[src/rtl/instr_sequencer.sv]
// Instruction sequencer: FETCH/EXEC1/EXEC2/HALT control, program counter,
// instruction register and retired-instruction counter. All outputs are registered.
module instr_sequencer (
  input  logic        clock,
  input  logic        reset_n,
  input  logic [15:0] instr_rdata,
  input  logic        stall,
  input  logic        sm_extra,
  input  logic        stop,
  input  logic        run,
  input  logic        pc_sload,
  input  logic        pc_cnt_en,
  input  logic [1:0]  jump_sel,
  input  logic [15:0] reg_data,
  input  logic [15:0] ram_data,
  output logic [15:0] pc,
  output logic [15:0] instruction,
  output logic [1:0]  state,
  output logic        halted,
  output logic [15:0] retired
);

  // Encoding is shared with the decoder and must not change.
  typedef enum logic [1:0] {
    S_FETCH = 2'b00,
    S_EXEC1 = 2'b01,
    S_EXEC2 = 2'b10,
    S_HALT  = 2'b11
  } state_t;

  state_t      r_state;
  state_t      w_state_next;
  logic [15:0] r_pc;
  logic [15:0] r_ir;
  logic [15:0] r_retired;
  logic        r_halted;

  logic        w_advance;
  logic        w_retire;
  logic [15:0] w_pc_next;

  // A cycle "advances" only outside HALT with neither stop nor stall pending.
  assign w_advance = (r_state != S_HALT) && !stop && !stall;

  always_comb begin
    w_state_next = r_state;
    case (r_state)
      S_HALT: begin
        if (run) w_state_next = S_FETCH;
      end
      S_FETCH: begin
        if (stop)        w_state_next = S_HALT;
        else if (!stall) w_state_next = S_EXEC1;
      end
      S_EXEC1: begin
        if (stop)          w_state_next = S_HALT;
        else if (!stall)   w_state_next = sm_extra ? S_EXEC2 : S_FETCH;
      end
      S_EXEC2: begin
        if (stop)        w_state_next = S_HALT;
        else if (!stall) w_state_next = S_FETCH;
      end
      default: w_state_next = S_FETCH;
    endcase
  end

  assign w_retire = w_advance && (w_state_next == S_FETCH) &&
                    ((r_state == S_EXEC1) || (r_state == S_EXEC2));

  always_comb begin
    w_pc_next = r_pc;
    if (w_advance) begin
      if (pc_sload && (jump_sel != 2'b11)) begin
        case (jump_sel)
          2'b00:   w_pc_next = reg_data;
          2'b01:   w_pc_next = {4'h0, r_ir[11:0]};
          default: w_pc_next = ram_data;
        endcase
      end else if (pc_cnt_en) begin
        w_pc_next = r_pc + 16'd1;
      end
    end
  end

  always_ff @(posedge clock) begin
    if (!reset_n) begin
      r_state   <= S_FETCH;
      r_pc      <= 16'h0000;
      r_ir      <= 16'h0000;
      r_retired <= 16'h0000;
      r_halted  <= 1'b0;
    end else begin
      r_state  <= w_state_next;
      r_pc     <= w_pc_next;
      r_halted <= (w_state_next == S_HALT);
      if (w_advance && (r_state == S_FETCH)) r_ir <= instr_rdata;
      if (w_retire) r_retired <= r_retired + 16'd1;
    end
  end

  assign pc          = r_pc;
  assign instruction = r_ir;
  assign state       = r_state;
  assign halted      = r_halted;
  assign retired     = r_retired;

endmodule

[config.mk]
export PLATFORM = sky130hd
export DESIGN_NAME = instr_sequencer
export DESIGN_NICKNAME = d
export VERILOG_FILES = /design/src/rtl/instr_sequencer.sv
export SDC_FILE = /design/constraint.sdc
export NUM_CORES = 1
export LEC_CHECK = 0
export CORE_MARGIN = 5
export CORE_UTILIZATION = 48
export DETAILED_ROUTE_END_ITERATION = 12
export PLACE_DENSITY = 0.86
export SYNTH_ARGS = -nofsm -noshare
export SYNTH_HDL_FRONTEND = slang
export SYNTH_SLANG_ARGS = --single-unit
[constraint.sdc]
create_clock -name clock -period 5.95 [get_ports clock]
set_clock_uncertainty 0.15 [all_clocks]
set_input_delay 0.595 -clock clock [delete_from_list [all_inputs] [get_ports clock]]
set_output_delay 0.595 -clock clock [all_outputs]
set_load 0.005 [all_outputs]
* Word-level counts from Yosys, hierarchy flattened
Index checks and enable logic that the tools add are counted.
Storage, ports and cells: register bits after elaboration 51, output and inout bits 51, word-level logic and storage cells 40
Operators by class: add/subtract/negate cells 2, equal/unequal tests 7, mux-type cells 12, reduce and logical (&&, ||, !) cells 14
Operators with widths (number):
- 16-bit by 1-bit adder with 16-bit output (second input constant) | 2
- 16-bit two-way mux | 2
- 16-bit case mux with 2 select lines | 1
- 2-bit two-way mux | 8
- 2-bit case mux with 4 select lines | 1
- 2-bit == test (second input constant) | 3
- 1-bit logical AND | 6
- 2-bit logical NOT | 3
- 2-bit by 1-bit == test with 1-bit output (second input constant) | 2
- 2-bit != test (second input constant) | 2
- 1-bit logical NOT | 2
- 2-bit AND reduction | 1
- 2-bit nonzero test | 1
- 1-bit logical OR | 1

* Depth between registers and ports, before layout
word-level depth 7, gate-level depth with buffers 8, gate-level depth less buffers 7

* Worst setup path before layout
OpenSTA, ideal clock, no wires.
path type in2reg, start point input port stall, end point register r_retired[14] (netlist: retired[14]), library setup time 0.070 ns, arrival 2.016 ns, required time 5.730 ns, setup slack 3.714 ns, cell stages on the path 6, buffers on the path 1, cells stage by stage buf_6 nor3_4 nand3_2 a211oi_2 or4b_1 a21oi_1
On the way: word-level cells in the longest chain between the ends 6, elaborated cells on any way between the ends 12
Ends and longest elaborated chain:
- from (decl) | RTL line 7 | input logic stall,
- 2-bit two-way mux, on equally long branches | RTL line 61, 53, 57
- 2-bit two-way mux, on equally long branches | RTL line 60, 52, 56
- 2-bit case mux with 4 select lines | RTL line 47 | case (r_state)
- 2-bit logical NOT | RTL line 67 | assign w_retire = w_advance && (w_state_next == S_FETCH) &&
- 1-bit logical AND (*) (2 in a row) | RTL line 67
- to (signal assigned) | RTL line 97 | if (w_retire) r_retired <= r_retired + 16'd1;
- to (decl) | RTL line 35 | logic [15:0] r_retired;
Every way passes the cells marked *; elsewhere a longest branch is shown, timed or not. A chain may end at the register's enable or synchronous reset.

* Worst setup path after layout
Ends and elaborated chain as after synthesis.

==> flow_summary.toml <==
[placement]
io_buffer_count = 108
dp_cells = 519
hpwlAfterDp_mm = 6.841
gp_congestion = 0.9173
place_ws_ns = 2.708

[synth]
synth_top_area_share = 0.3559
synth.distinct_cells = 55
netlist_area_mm2 = 0.002869
yosys_register_bits = 51
syn_nets = 420
synth-edff-count = 0
ys.flop_type = "dfxtp_1"
yosysTopAreaCell = "dfxtp_1"
synth.avg_cell_area_um2 = 8.059
netlist_instances = 356
async_reset_ff_frac = 0
ys_warn_count = 0
synth_area_leaders = "dfxtp_1, nand2_1, a21oi_1, nor2_1, a2111oi_2"
yosysSeqAreaShare = 0.3559

[timing]
finalSetupTns_ns = 0
holdWs_ns = 0.3181
slew_viol_final = 0
fmax_mhz = 337.3
layout_min_cycle_time_ns = 2.965
fin_crit_sh = 0.4982
relSlewSlack = 0.2055
setup_slack_ns = 2.985
worst_slew_pin_slew_ns = 1.187
finalHoldViolCount = 0
rsz0062_at_grt = "no"
setup_viol = 0

[clocking]
cts_buffers = 5
htreeDepth = 2
holdBufCountCts = 0
clkLatencyLatePin_ns = 0.31
cts_root_buf = "clkbuf_8"
clk_pin_slew_ns = 0.10
ctsResizeCount = 0
cts_num_sinks = 51
clockBufferDepth = 2
cts_setup_buffers = 0
cts_tree = "built"

[critical_path]
r2r_cells = 6
crit_path_end = "retired[14]"
cp.arrival_ns = 3.06
path_max_fanout = 12
critPathKind = "in -> reg"
r2r-start = "state[0]"
cp-start-kind = "input pin"
critPathRequiredTime_ns = 6.05
crit_path_start = "stall"
reg2reg_slack_ns = 3.22
timing.rr.end = "retired[14]"
end_kind = "register"

[cells_and_area]
syn_to_final_growth_pct = 42.48
fin_util = 0.6987
fill_cells = 463
nets = 515
seqCellArea_mm2 = 0.001021
multi_input_area_mm2 = 0.001714
fin_cells = 527
layout-drive-gt1-share = 0.07301
diodes = 0

[floorplanning]
dieArea_mm2 = 0.007623
num_io_pins = 109
initial_core_util = 0.4904
fp.dieH_um = 87.31
rows = 28
fp.dieW_um = 87.31
core_area_mm2 = 0.005851

[grt]
grt_overflow = 0
grt_use_total = 0.2415
grt_pass1_vias = 2975
antenna_found_initial = 0
grt_max_degree = 39
grt_pass1_wl_mm = 14.66

[routing]
drt_iter0_markers = 215
wl_per_cell_um = 17.56
first_pass_iters = 5
num_vias = 3105
viasPerCell = 5.892
wirelength_mm = 9.256
drc = 0
drt.antenna.violating_nets = 0

[min_path]
hold_path.class = "reg -> reg"

[status]
status = "completed"

[pwr]
power_leakage_nw = 1.353
cellPowerDensity_mw_per_mm2 = 206.4
ir_worst_vdd_mv = 0.1171

[job]
drv_cap = 0
[where the power goes]
part	internal, mW	switching (mW)	total [mW]	leakage, nW
sequential	0.358	0.0175	0.375	0.414
combinational	0.100	0.105	0.205	0.877
clock	0.139	0.125	0.264	0.0618
[stage by stage]
| step | area, um^2 | total power, mW |
|---|---|---|
| finish | 4088 | 0.8436 |
| global route | 4088 | 0.8833 |
| CTS | 4088 | 0.8493 |
| detailed placement | 3966 | 0.5864 |
| global placement | 3966 | 0.5812 |
| floorplan | 2869 | 0.4882 |
[cell usage after synthesis (2+ instances only)]
| master | count |
|---|---|
| nand2_1 | 55 |
| dfxtp_1 | 51 |
| a21oi_1 | 34 |
| nor2_1 | 29 |
| o21ai_0 | 18 |
| clkbuf_1 | 16 |
| nand3_1 | 12 |
| o22ai_1 | 10 |
| xnor2_1 | 10 |
| inv_1 | 9 |
| mux2_2 | 9 |
| nor3_1 | 9 |
| a2111oi_2 | 7 |
| nand4_1 | 7 |
| ha_1 | 6 |
| mux2i_1 | 6 |
| buf_2 | 5 |
| a31oi_1 | 4 |
| and4_1 | 4 |
| nand3b_1 | 4 |
| a22oi_1 | 3 |
| a311oi_1 | 3 |
| a32o_1 | 3 |
| and3_1 | 3 |
| nand2b_1 | 3 |
| a211oi_1 | 2 |
| a221oi_1 | 2 |
| a22o_1 | 2 |
| o211ai_1 | 2 |
| o31ai_1 | 2 |
| or3_1 | 2 |
[how the worst min path moves through the flow]
stage                    start               to  slack, ns  cells past startpoint
5_1_grt        instruction[14]  instruction[14]       0.34                      2
3_5_place_dp   instruction[15]  instruction[15]       0.30                      2
3_3_place_gp   instruction[13]  instruction[13]       0.29                      2
6_report       instruction[15]  instruction[15]       0.32                      2
2_1_floorplan  instruction[12]  instruction[12]       0.30                      2
4_1_cts        instruction[13]  instruction[13]       0.32                      2
[layout make-up]
class	count	share of cell area
multi-input combinational	273	0.4193
timing repair buffer	111	0.2700
sequential	51	0.2498
tap	75	0.02296
clock buffer	6	0.02020
clock inverter	2	0.009489
inverter	9	0.008264
[worst max-delay path: stages]
cell,delay (ns)
clkdlybuf4s50_1,0.56
nor3_4,0.48
nand3_2,0.38
a211oi_2,0.42
or4b_1,0.46
a21oi_1,0.15
[per-layer routing]
layer / vias up / global-route usage / share of wire
li1: 1500 / - / -
met1: 1429 / 0.2965 / 0.42
met2: 162 / 0.4281 / 0.49
met3: 14 / 0.04541 / 0.080
met4: 0 / 0.06555 / 0.016
met5: - / 0 / 0
[cells by family after synthesis]
kind of cell | Yosys count | share of synthesized area
and+or+nand+nor | 134 | 0.2211
AOI/OAI and AO/OA | 108 | 0.2634
DFF | 51 | 0.3559
buffers and inverters | 32 | 0.04666
muxes | 15 | 0.05626
xor gates and xnor gates | 10 | 0.03053
adders and majority gates | 6 | 0.02617
[placed cells by master, fill, tap and decap left out, drive strengths merged, types with 7 or more instances in the layout]
cell type,count
nand3,13
nand2,55
xnor2,10
inv,10
mux2,9
nor2,29
a21oi,34
a2111oi,8
clkdlybuf4s50,108
nor3,10
nand4,7
dfxtp,51
o21ai,19
o22ai,10
[state kept, by name, indices dropped and copies added (netlist names)]
register and cells:
state 2, instruction 16, retired 16, pc 16, halted 1
Power figures use the tool's default switching activity.
